### src/rtl/shift_frame_ctrl_pkg.sv
//------------------------------------------------------------------------------
// Module : shift_frame_ctrl_pkg
// Brief  : Shared state encoding and sizing helpers for the shift frame sequencer.
// Rev    : 1.0 - initial release
//------------------------------------------------------------------------------
`default_nettype none

package shift_frame_ctrl_pkg;

    localparam logic [1:0] ST_IDLE  = 2'd0;
    localparam logic [1:0] ST_SHIFT = 2'd1;
    localparam logic [1:0] ST_GAP   = 2'd2;

    // GAP is at most 15, so the gap counter never needs more than 4 bits.
    localparam int c_GAP_W = 4;

    function automatic int sf_clog2(input int value);
        int r;
        r = 0;
        for (int i = 0; i < 32; i++) begin
            if ((64'd1 << i) < 64'(value)) begin
                r = i + 1;
            end
        end
        return r;
    endfunction

endpackage

`default_nettype wire

### src/rtl/shift_frame_dp.sv
//------------------------------------------------------------------------------
// Module : shift_frame_dp
// Brief  : WIDTH-bit shift register with clear/load/shift, MSB serial out and
//          parallel tap of the value that the next shift would produce.
// Rev    : 1.0 - initial release
//------------------------------------------------------------------------------
`default_nettype none

module shift_frame_dp
    import shift_frame_ctrl_pkg::*;
#(
    parameter int WIDTH = 8
) (
    input  logic             clk,
    input  logic             rst,
    input  logic             i_clear,
    input  logic             i_load,
    input  logic             i_shift,
    input  logic [WIDTH-1:0] i_load_data,
    input  logic             i_si,
    output logic             o_msb,
    output logic [WIDTH-1:0] o_next
);

    logic [WIDTH-1:0] r_shreg;
    logic [WIDTH-1:0] w_shifted;

    assign w_shifted = {r_shreg[WIDTH-2:0], i_si};
    assign o_msb     = r_shreg[WIDTH-1];
    assign o_next    = w_shifted;

    // Clear outranks load so an abort always leaves the register empty.
    always_ff @(posedge clk or posedge rst) begin
        if (rst) begin
            r_shreg <= '0;
        end else if (i_clear) begin
            r_shreg <= '0;
        end else if (i_load) begin
            r_shreg <= i_load_data;
        end else if (i_shift) begin
            r_shreg <= w_shifted;
        end
    end

endmodule

`default_nettype wire

### src/rtl/shift_frame_ctrl.sv
//------------------------------------------------------------------------------
// Module : shift_frame_ctrl
// Brief  : Frame sequencer: accepts a parallel word, shifts it MSB-first on SO
//          while capturing SI, then enforces an inter-frame gap.
// Rev    : 1.0 - initial release
//------------------------------------------------------------------------------
`default_nettype none

module shift_frame_ctrl
    import shift_frame_ctrl_pkg::*;
#(
    parameter int   WIDTH      = 8,
    parameter int   GAP        = 1,
    parameter logic IDLE_LEVEL = 1'b0
) (
    input  logic             clk,
    input  logic             rst,
    input  logic             i_ld_valid,
    output logic             o_ld_ready,
    input  logic [WIDTH-1:0] i_ld_data,
    input  logic             i_abort,
    input  logic             i_si,
    output logic             o_so,
    output logic             o_shift_en,
    output logic             o_busy,
    output logic [WIDTH-1:0] o_rx_data,
    output logic             o_rx_valid
);

    localparam int                 CW         = sf_clog2(WIDTH);
    localparam logic [CW-1:0]      c_CNT_LAST = CW'(WIDTH - 1);
    localparam logic [c_GAP_W-1:0] c_GAP_LAST = c_GAP_W'((GAP > 0) ? (GAP - 1) : 0);
    localparam logic [1:0]         c_AFTER_SHIFT = (GAP > 0) ? ST_GAP : ST_IDLE;

    logic [1:0]         r_state;
    logic [1:0]         w_next_state;
    logic [CW-1:0]      r_cnt;
    logic [c_GAP_W-1:0] r_gapcnt;
    logic               r_ld_ready;
    logic [WIDTH-1:0]   r_rx_data;
    logic               r_rx_valid;

    logic               w_in_shift;
    logic               w_accept;
    logic               w_last_shift;
    logic               w_dp_msb;
    logic [WIDTH-1:0]   w_dp_next;

    assign w_in_shift   = (r_state == ST_SHIFT);
    assign w_accept     = (r_state == ST_IDLE) && i_ld_valid && r_ld_ready && !i_abort;
    assign w_last_shift = w_in_shift && (r_cnt == c_CNT_LAST) && !i_abort;

    always_comb begin
        w_next_state = r_state;
        case (r_state)
            ST_IDLE: begin
                if (w_accept) begin
                    w_next_state = ST_SHIFT;
                end
            end
            ST_SHIFT: begin
                if (i_abort) begin
                    w_next_state = ST_IDLE;
                end else if (r_cnt == c_CNT_LAST) begin
                    w_next_state = c_AFTER_SHIFT;
                end
            end
            ST_GAP: begin
                if (i_abort || (r_gapcnt == c_GAP_LAST)) begin
                    w_next_state = ST_IDLE;
                end
            end
            default: w_next_state = ST_IDLE;
        endcase
    end

    shift_frame_dp #(
        .WIDTH (WIDTH)
    ) u_dp (
        .clk         (clk),
        .rst         (rst),
        .i_clear     (w_in_shift && i_abort),
        .i_load      (w_accept),
        .i_shift     (w_in_shift && !i_abort),
        .i_load_data (i_ld_data),
        .i_si        (i_si),
        .o_msb       (w_dp_msb),
        .o_next      (w_dp_next)
    );

    // Counters restart at zero whenever their state is entered or left.
    always_ff @(posedge clk or posedge rst) begin
        if (rst) begin
            r_state    <= ST_IDLE;
            r_cnt      <= '0;
            r_gapcnt   <= '0;
            r_ld_ready <= 1'b0;
            r_rx_data  <= '0;
            r_rx_valid <= 1'b0;
        end else begin
            r_state    <= w_next_state;
            r_ld_ready <= (w_next_state == ST_IDLE);
            r_rx_valid <= w_last_shift;
            if (w_in_shift && (w_next_state == ST_SHIFT)) begin
                r_cnt <= r_cnt + 1'b1;
            end else begin
                r_cnt <= '0;
            end
            if ((r_state == ST_GAP) && (w_next_state == ST_GAP)) begin
                r_gapcnt <= r_gapcnt + 1'b1;
            end else begin
                r_gapcnt <= '0;
            end
            if (w_last_shift) begin
                r_rx_data <= w_dp_next;
            end
        end
    end

    assign o_ld_ready = r_ld_ready;
    assign o_so       = w_in_shift ? w_dp_msb : IDLE_LEVEL;
    assign o_shift_en = w_in_shift;
    assign o_busy     = (r_state != ST_IDLE);
    assign o_rx_data  = r_rx_data;
    assign o_rx_valid = r_rx_valid;

endmodule

`default_nettype wire

### config.mk
export PLATFORM = sky130hd
export DESIGN_NAME = shift_frame_ctrl
export DESIGN_NICKNAME = d
export VERILOG_FILES = /design/src/rtl/shift_frame_ctrl_pkg.sv /design/src/rtl/shift_frame_dp.sv /design/src/rtl/shift_frame_ctrl.sv
export SDC_FILE = /design/constraint.sdc
export NUM_CORES = 1
export LEC_CHECK = 0
export BUFFER_PORTS_ARGS = -buffer_cell sky130_fd_sc_hd__buf_2
export CAP_MARGIN = 5
export CELL_PAD_IN_SITES_DETAIL_PLACEMENT = 1
export CELL_PAD_IN_SITES_GLOBAL_PLACEMENT = 1
export CORE_MARGIN = 2
export CORE_UTILIZATION = 42
export DETAILED_ROUTE_END_ITERATION = 16
export PLACE_DENSITY_LB_ADDON = 0.1
export SLEW_MARGIN = 15
export SYNTH_ARGS = -nofsm -noshare
export SYNTH_HDL_FRONTEND = slang
export SYNTH_SLANG_ARGS = --single-unit
### constraint.sdc
create_clock -name clk -period 1.8 [get_ports clk]
set_input_delay 0.09 -clock clk [delete_from_list [all_inputs] [get_ports clk]]
set_output_delay 0.09 -clock clk [all_outputs]
set_load 0.05 [all_outputs]
==> results of run 1 <==
-- final timing paths --
| path | cells past startpoint | to | from |
|---|---|---|---|
| worst max-delay path | 4 | o_so | r_state[1] |
| worst min-delay path | 2 | r_cnt[0] | i_abort |
| worst max register to register | 3 | o_rx_data[7] | r_state[0] |
| worst min register to register | 1 | r_cnt[0] | r_cnt[0] |
| max in group asynchronous | 4 | r_state[1] | rst |
| min in group asynchronous | 4 | o_rx_data[6] | rst |
-- cell families after synthesis --
logic type      synth area share [%]
mux                            12.74
xor+xnor                       1.393
fa+ha+maj                      3.980
compound gates                 6.170
simple gates                   16.22
flops                          53.73
buf+inv                        5.770
-- flip-flops by register name, summed over array words and instances, names as in the netlist --
name / flops
o_ld_ready: 1
r_state: 2
o_rx_data: 8
r_gapcnt: 4
r_cnt: 3
u_dp.r_shreg: 8
o_rx_valid: 1
-- through the flow --
stage               std cells  utilization (%)  setup slack (ps)  instance area [sq um]  hold slack, ps
global route              168            55.35             60.37                   1553           125.2
CTS                       168            55.31             76.34                   1551           111.2
global placement          154            50.76             274.0                   1424           164.3
finish                    168            55.35             157.8                   1553           122.1
floorplan                  97                -             236.0                   1257           142.7
detailed placement        154            50.76             177.6                   1424           171.9
-- worst max-delay path: stages (launching register included) --
cell,delay (ps)
sky130_fd_sc_hd__dfrtp_2,520
sky130_fd_sc_hd__nand2b_1,260
sky130_fd_sc_hd__inv_2,90
sky130_fd_sc_hd__and2_1,110
sky130_fd_sc_hd__buf_2,250
-- power by group through the flow --
| stage | clock network (mW) | logic [mW] | registers [mW] |
|---|---|---|---|
| detailed placement | 0 | 0.234 | 0.731 |
| CTS | 0.273 | 0.250 | 0.720 |
| floorplan | 0 | 0.162 | 0.723 |
| global route | 0.295 | 0.277 | 0.730 |
| global placement | 0 | 0.227 | 0.730 |
| finish | 0.259 | 0.247 | 0.720 |
-- layer usage --
metal  global-route usage [%]  up-vias
met1                    23.23      412
met2                    28.73       16
met3                    3.956        4
li1                         -      414
met4                    5.844        0
met5                        0        -
-- cells in the final DEF (no fill, tap or decap), types with 2 or more instances in the layout --
master	netlist	final
sky130_fd_sc_hd__nor2_1	5	5
sky130_fd_sc_hd__nand2b_1	2	2
sky130_fd_sc_hd__inv_1	9	9
sky130_fd_sc_hd__buf_2	3	25
sky130_fd_sc_hd__nor4bb_1	4	4
sky130_fd_sc_hd__dlygate4sd3_1	0	10
sky130_fd_sc_hd__clkbuf_4	0	3
sky130_fd_sc_hd__dfrtp_1	27	26
sky130_fd_sc_hd__buf_4	0	5
sky130_fd_sc_hd__ha_1	4	4
sky130_fd_sc_hd__or2_1	2	2
sky130_fd_sc_hd__a21oi_1	4	4
sky130_fd_sc_hd__and2_1	7	7
sky130_fd_sc_hd__mux2_4	8	8
sky130_fd_sc_hd__mux2i_1	4	4
sky130_fd_sc_hd__a221o_1	4	4
-- repair_timing --
action | 4_1_cts | 5_1_grt
buffers inserted | 0 | 0
hold buffers | 10 | 0
hold endpoints to repair | 36 | 0
setup endpoints to repair | 0 | 1
gates resized for setup | 0 | 1
-- area by class of cell --
type | count | area, sq um
fill | 304 | 1252
sequential | 27 | 676.9
multi-input combinational | 56 | 509.2
timing repair buffer | 40 | 262.8
tap | 31 | 38.79
inverter | 10 | 37.54
clock buffer | 3 | 22.52
clock inverter | 1 | 5.005
==> impl_summary.txt, run 1 <==
----------------------------------------------------
[Floorplanning]
  Total number of placement rows ... 19
  Floorplan die height ... 58.72 microns
  Placeable Area ... 0.002805 sq mm
  Width of the chip ... 58.72 microns
  Full die area ... 0.003447 sq mm
  Initial standard-cell utilization of the core ... 44.83%
  I/O pin count ... 26

[Synth]
  Post-synthesis cell area ... 0.001257 sq mm
  Gate count of the mapped netlist ... 97
  Most used flip-flop cell after synthesis ... sky130_fd_sc_hd__dfrtp_1
  Leading cell types by count after synthesis ... sky130_fd_sc_hd__dfrtp_1 (27), sky130_fd_sc_hd__inv_1 (9), sky130_fd_sc_hd__mux2_4 (8)
  Number of synthesis warnings ... 0
  Most repeated cell in the gate-level netlist after synthesis ... sky130_fd_sc_hd__dfrtp_1
  Flip-flop and latch count after synthesis ... 27
  Fraction of synthesis flops using an asynchronous set or reset pin ... 100.0%
  Yosys top cell area share ... 53.73%
  Register area share after synthesis ... 53.73%
  Library cell occupying the most area in the post-synthesis netlist ... sky130_fd_sc_hd__dfrtp_1
  Number of distinct library cells after synthesis ... 27
  Synthesized area per cell ... 12.96 sq um
  Net count after synthesis ... 114
  Biggest area contributors in the synthesized netlist ... sky130_fd_sc_hd__dfrtp_1 (54%), sky130_fd_sc_hd__mux2_4 (9.6%), sky130_fd_sc_hd__ha_1 (4.0%)
  Number of enable-type register cells in the synthesized netlist ... 0

[Routing]
  DRC violation total after the first TritonRoute iteration ... 12
  Routed wire length on met3 ... 92 microns
  Routed wire length on met2 ... 1.216 mm
  Top routing layer in use ... met4
  Post-route met1 wirelength ... 1.151 mm
  Number of remaining DRC errors ... 3
  Residual antenna-violating net count after detailed routing ... 0
  Post-detailed-route via-to-cell ratio ... 5.036
  DR vias ... 846
  Number of iterations in the first detailed-routing pass ... 9
  WL per Instance ... 14.86 microns
  Final Routed Wirelength ... 2.496 mm

[Timing]
  Fmax ... 0.6089 GHz
  Worst-case clock skew ... 11.22 ps
  Share of the cycle needed by the critical path after routing ... 91.23%
  Pins over their slew limit ... 0
  Total count of hold-check failures in the final report ... 0
  Transition time at the pin with the least slew margin ... 417.9 ps
  Relative slew slack ... 71.93%
  Setup repair after global routing missed its margin ... no
  Endpoints failing setup ... 0
  Shortest clock period the worst path allows after layout ... 1642 ps
  Total negative setup slack ... 0 ps

[Clocking]
  Level count of the clock H-tree ... 1
  Clock-pin slew on the worst setup and hold paths ... 130 ps
  TritonCTS clock tree ... yes
  Maximum clock path buffer count ... 2
  Worst skew pair latency ... 330 ps
  Cell at the root of the clock tree ... sky130_fd_sc_hd__clkbuf_4
  Clock sink total ... 27
  Total CTS buffers ... 3

[Run]
  Max-Cap Viols ... 0

[Setup path]
  Register-to-register setup slack ... 200 ps
  Worst EP arrival ... 1550 ps
  Critical path class ... reg -> out
  Crit start category ... flop
  Worst endpoint required time ... 1710 ps
  Nature of the critical path endpoint ... output port
  Largest driver fanout on the critical path ... 10

[GRT]
  Wire length of the first global-routing pass ... 4.471 mm
  Overall overflow remaining after global route ... 0
  Maximum number of pins on one net before global-route repair ... 28
  Antenna violations before repair ... 0
  GRT Total Usage ... 17.59%
  Number of global-route vias before repair ... 902

[Pwr]
  PwrDens ... 789.4 mW/mm^2
  Peak ir drop on the vdd network ... 0.0005170 V
  Flop pwr share ... 58.8%
  Tot Pwr ... 1.226 mW
  Combinational share of power ... 20.2%
  Cell-internal power ... 0.8662 mW
  Net switching power ... 0.3595 mW
  Leakage power of the design ... 0.8078 nW
  Switching part of the total power ... 29.33%
  Clock power share ... 21.1%

[Placed design]
  Post-DP HPWL ... 1.800 mm
  RD Place Congestion ... 0.6676
  Count of buffers from port buffering ... 25

[Cells and area]
  Antenna cell count ... 0
  Fraction of layout instances using a drive strength above 1 ... 34.31%
  Final net count ... 155
  Relative area change from synthesis to final layout ... 23.48%

[Min path]
  Hold/Removal Path Class ... in -> reg

[Run status]
  Violated checks ... design-rule violations
  Run status ... finished, violations left

----------------------------------------------------
No activity file was read; power rests on OpenSTA's default activity.
==> inputs of run 2 (changes only) <==
- CORE_UTILIZATION: 42 -> 45
- clock period: 1.8 -> 1.9 ns (I/O delays scaled with it)
==> impl_summary.txt, run 2 (same netlist as run 1, synthesis figures left out) <==
----------------------------------------------------
[Run status]
  Run status ... completed

[Placed design]
  Pre-CTS WS ... 292.8 ps
  Count of buffers from port buffering ... 25
  RD Place Congestion ... 0.7272
  Dpl cells ... 152
  Post-DP HPWL ... 1.811 mm
  Instance area at placement ... 0.001409 sq mm

[Floorplanning]
  Full die area ... 0.003233 sq mm
  I/O pin count ... 26
  Floorplan die height ... 56.86 microns
  Initial standard-cell utilization of the core ... 46.40%
  Total number of placement rows ... 19
  Width of the chip ... 56.86 microns
  Placeable Area ... 0.002710 sq mm

[Clocking]
  Level count of the clock H-tree ... 1
  TritonCTS clock tree ... yes
  Total CTS buffers ... 3
  Cell at the root of the clock tree ... sky130_fd_sc_hd__clkbuf_4
  Worst skew pair latency ... 320 ps
  Maximum clock path buffer count ... 2
  Clock sink total ... 27
  Resized Gates After CTS ... 0
  Clock-pin slew on the worst setup and hold paths ... 140 ps
  Number of buffers inserted to repair setup after CTS ... 0

[Cells and area]
  Relative area change from synthesis to final layout ... 18.21%
  Final cell area excluding filler cells ... 0.001486 sq mm
  Fraction of layout instances using a drive strength above 1 ... 33.85%
  Fraction of the core area covered by cells at the end of the flow ... 54.85%
  Final net count ... 148
  Cell Count, Final, Fillers Out ... 161
  Antenna cell count ... 0
  Most frequent cells in the layout ... sky130_fd_sc_hd__dfrtp_1 (27), sky130_fd_sc_hd__buf_2 (25), sky130_fd_sc_hd__inv_1 (9)
  Most common cell after layout, fill and taps aside ... sky130_fd_sc_hd__dfrtp_1

[Timing]
  Transition time at the pin with the least slew margin ... 448.9 ps
  Setup repair after global routing missed its margin ... no
  Worst hold margin ... 2.113 ps
  Total count of hold-check failures in the final report ... 0
  Endpoints failing setup ... 0
  Worst-case clock skew ... 1.003 ps
  Share of the cycle needed by the critical path after routing ... 93.64%
  Post-layout worst setup margin ... 120.9 ps
  Shortest clock period the worst path allows after layout ... 1779 ps
  Relative slew slack ... 69.60%
  Fmax ... 0.5621 GHz
  Total negative setup slack ... 0 ps
  Pins over their slew limit ... 0

[Run]
  Max-Cap Viols ... 0

[Routing]
  Number of remaining DRC errors ... 0
  Number of iterations in the first detailed-routing pass ... 4
  Post-detailed-route via-to-cell ratio ... 5.261
  WL per Instance ... 15.57 microns
  Residual antenna-violating net count after detailed routing ... 0
  DRC violation total after the first TritonRoute iteration ... 20
  DR vias ... 847
  Final Routed Wirelength ... 2.507 mm

[Setup path]
  Crit start category ... flop
  Register-to-register setup slack ... 290 ps
  Critical path class ... reg -> out
  Critical Path Stages ... 4
  Sum of buffers and inverters on the critical path ... 2
  Largest driver fanout on the critical path ... 10
  Worst EP arrival ... 1680 ps
  Family with the most delay on the worst path ... flip-flops
  Cell chain of the critical path ... nand2b_1 -> inv_2 -> and2_1 -> buf_2
  Critical path's slowest cell ... sky130_fd_sc_hd__dfrtp_1
  Register-to-Register Path Depth ... 3
  Nature of the critical path endpoint ... output port
  Delay of the slowest cell on the worst path ... 600 ps
  Endpoint of the worst-slack reg-to-reg timing path ... o_rx_data[3]
  Worst endpoint required time ... 1800 ps
  Launching point of the worst reg2reg path ... r_state[1]

[GRT]
  Number of global-route vias before repair ... 902
  GRT Total Usage ... 17.50%
  Overall overflow remaining after global route ... 0
  Maximum number of pins on one net before global-route repair ... 28
  Antenna violations before repair ... 0
  Wire length of the first global-routing pass ... 4.381 mm

[Pwr]
  Tot Pwr ... 1.150 mW
  PwrDens ... 774.0 mW/mm^2
  Leakage power of the design ... 0.7788 nW
  Peak ir drop on the vdd network ... 0.0005840 V

[Min path]
  Hold/Removal Path Class ... in -> reg
  Worst hold stages ... 3
  Worst hold start ... i_ld_data[3]
  Terminating pin of the worst hold path ... u_dp.r_shreg[3]

----------------------------------------------------
[run 2: cell count changes in the layout (fill, tap and decap cells not counted)]
cell                            change
sky130_fd_sc_hd__dfrtp_2            -1
sky130_fd_sc_hd__buf_4              -2
sky130_fd_sc_hd__dlygate4sd3_1      -5
sky130_fd_sc_hd__dfrtp_1            +1
[run 2: routing by layer]
metal	up-vias	share of wire, %	GRT usage (%)
li1	402	-	-
met1	427	45	24.30
met2	16	51	28.90
met3	2	3.1	2.765
met4	0	0.64	3.987
met5	-	0	0
[run 2: cell type report]
cell class                      count  area, sq um
Clock inverter                      1        5.005
Tap cell                           31        38.79
Fill cell                         297         1224
Inverter                           10        37.54
Timing Repair Buffer               33        197.7
Sequential cell                    27        675.6
Multi-Input combinational cell     56        509.2
Clock buffer                        3        22.52
[run 2: power breakdown]
group / internal [mW] / total (mW) / switching [mW] / leakage, nW
logic: 0.0983 / 0.222 / 0.124 / 0.398
registers: 0.631 / 0.685 / 0.0535 / 0.364
clock network: 0.0788 / 0.244 / 0.165 / 0.0177
[run 2: worst reg2reg max path: stages (launching register included)]
cell and delay [ps]:
sky130_fd_sc_hd__dfrtp_1 540, sky130_fd_sc_hd__nor3b_4 330, sky130_fd_sc_hd__and2_4 320, sky130_fd_sc_hd__mux2_4 320
[run 2: worst max-delay path by stage]
stage	startpoint	end	slack, ps
6_report	r_state[1]	o_so	120
5_1_grt	r_state[1]	o_so	8
4_1_cts	r_state[1]	o_so	100
3_5_place_dp	r_state[1]	o_rx_data[3]	290
3_3_place_gp	r_state[1]	o_rx_data[7]	310
2_1_floorplan	r_state[1]	o_so	330
[run 2: repair_timing]
item	4_1_cts	5_1_grt
hold buffers	5	0
endpoints found under the hold margin	31	0
setup endpoints to repair	0	0
==> inputs of run 3 (changes only) <==
- CORE_ASPECT_RATIO: not set -> 0.75
- PLACE_DENSITY: not set -> 0.84
- PLACE_DENSITY_LB_ADDON: 0.1 -> not set
==> impl_summary.txt, run 3 (same netlist as run 1, synthesis figures left out) <==
----------------------------------------------------
[Timing]
  Endpoints failing setup ... 0
  Share of the cycle needed by the critical path after routing ... 93.84%
  Pins over their slew limit ... 0
  Shortest clock period the worst path allows after layout ... 1783 ps
  Worst-case clock skew ... 9.307 ps
  Total negative setup slack ... 0 ps
  Setup repair after global routing missed its margin ... no
  Fmax ... 0.5608 GHz
  Relative slew slack ... 70.37%
  Transition time at the pin with the least slew margin ... 437.5 ps
  Total count of hold-check failures in the final report ... 0

[Clocking]
  Number of hold buffers added after cts ... 1
  Clock sink total ... 27
  Number of buffers inserted to repair setup after CTS ... 0
  Clock-pin slew on the worst setup and hold paths ... 90 ps
  Resized Gates After CTS ... 0
  TritonCTS clock tree ... yes
  Level count of the clock H-tree ... 1
  Worst skew pair latency ... 280 ps
  Maximum clock path buffer count ... 2
  Total CTS buffers ... 3
  Cell at the root of the clock tree ... sky130_fd_sc_hd__clkbuf_8

[Floorplanning]
  Full die area ... 0.003238 sq mm
  I/O pin count ... 26
  Placeable Area ... 0.002643 sq mm
  Total number of placement rows ... 16
  Width of the chip ... 65.04 microns
  Initial standard-cell utilization of the core ... 47.59%
  Floorplan die height ... 49.78 microns

[Setup path]
  Crit start category ... flop
  Worst endpoint required time ... 1800 ps
  Cell chain of the critical path ... nand2b_1 -> inv_2 -> and2_1 -> buf_2
  Register-to-register setup slack ... 200 ps
  Register-to-Register Path Depth ... 3
  Nature of the critical path endpoint ... output port
  Launching point of the worst reg2reg path ... r_state[1]
  Delay of the slowest cell on the worst path ... 630 ps
  Worst EP arrival ... 1690 ps
  Critical path class ... reg -> out
  Largest driver fanout on the critical path ... 10
  Critical path's slowest cell ... sky130_fd_sc_hd__dfrtp_1
  Endpoint of the worst-slack reg-to-reg timing path ... o_rx_data[6]

[Routing]
  WL per Instance ... 16.54 microns
  DRC violation total after the first TritonRoute iteration ... 60
  Residual antenna-violating net count after detailed routing ... 0
  DR vias ... 832
  Post-detailed-route via-to-cell ratio ... 5.104
  Final Routed Wirelength ... 2.696 mm
  Number of remaining DRC errors ... 0
  Number of iterations in the first detailed-routing pass ... 4

[Placed design]
  RD Place Congestion ... 0.7214
  Dpl cells ... 158
  Post-DP HPWL ... 2.005 mm
  Count of buffers from port buffering ... 25

[GRT]
  Met3 Usage GRT ... 5.708%
  Most Used Layer, Global Route ... met2
  Wire length of the first global-routing pass ... 4.498 mm
  GRT Total Usage ... 18.88%
  Number of global-route vias before repair ... 926
  Met2 capacity usage during global routing ... 30.58%
  Global Route met1 Usage ... 24.30%
  Maximum number of pins on one net before global-route repair ... 28
  Overall overflow remaining after global route ... 0
  Antenna violations before repair ... 0

[Cells and area]
  Antenna cell count ... 0
  Fraction of the core area covered by cells at the end of the flow ... 55.92%
  Fraction of layout instances using a drive strength above 1 ... 34.65%
  Final net count ... 145
  Most frequent cells in the layout ... sky130_fd_sc_hd__dfrtp_1 (27), sky130_fd_sc_hd__buf_2 (25), sky130_fd_sc_hd__inv_1 (9)
  Relative area change from synthesis to final layout ... 17.51%
  Cell Count, Final, Fillers Out ... 163
  Most common cell after layout, fill and taps aside ... sky130_fd_sc_hd__dfrtp_1

[Run status]
  Run status ... completed

[Min path]
  Worst hold stages ... 2
  Hold/Removal Path Class ... in -> reg
  Worst hold start ... i_ld_data[7]
  Terminating pin of the worst hold path ... u_dp.r_shreg[7]

[Pwr]
  Peak ir drop on the vdd network ... 0.0006109 V
  PwrDens ... 831.4 mW/mm^2
  Leakage power of the design ... 0.7725 nW

[Run]
  Max-Cap Viols ... 0

----------------------------------------------------
==> run 3: cell type report <==
| class | instances | area, sq um |
|---|---|---|
| multi-input cells | 56 | 509.2 |
| well taps | 36 | 45.04 |
| flip-flops and latches | 27 | 675.6 |
| inverters | 10 | 37.54 |
| repair buffers | 30 | 165.2 |
| fillers | 294 | 1165 |
| clock buffers | 4 | 45.04 |
==> run 3: worst max path at each step <==
stage               startpoint           end  slack [ps]
finish              r_state[1]          o_so         120
global route        r_state[1]          o_so          50
CTS                 r_state[1]          o_so         130
detailed placement  r_state[1]  o_rx_data[0]         230
global placement    r_state[1]  o_rx_data[4]         320
floorplan           r_state[1]          o_so         330
==> run 3: critical path: cells and delay by family, from the launching register on <==
family	cells	cell delay, ps
flops	1	630
simple gates	2	520
buf+inv	2	260
==> run 3: power by group <==
| part | switching [mW] | internal [mW] |
|---|---|---|
| clock | 0.175 | 0.150 |
| combinational | 0.127 | 0.0950 |
| sequential | 0.0508 | 0.631 |
==> run 3: routing by layer <==
metal  routed length, microns  part of all wire, %  up-vias
met4                       44                  1.6        0
met1                     1221                   45      411
met2                     1284                   48       24
met3                      145                  5.4        6
met5                        0                    0        -
li1                         -                    -      391
==> run 3: through the flow <==
| step | setup slack [ps] | instance area, sq um | hold slack (ps) | power [mW] |
|---|---|---|---|---|
| finish | 116.9 | 1478 | 41.76 | 1.229 |
| global route | 54.23 | 1478 | 44.64 | 1.290 |
| CTS | 130.7 | 1478 | 39.78 | 1.240 |
| detailed placement | 226.7 | 1423 | 177.3 | 0.9143 |
| global placement | 316.2 | 1423 | 162.6 | 0.8986 |
| floorplan | 331.0 | 1257 | 147.7 | 0.8383 |
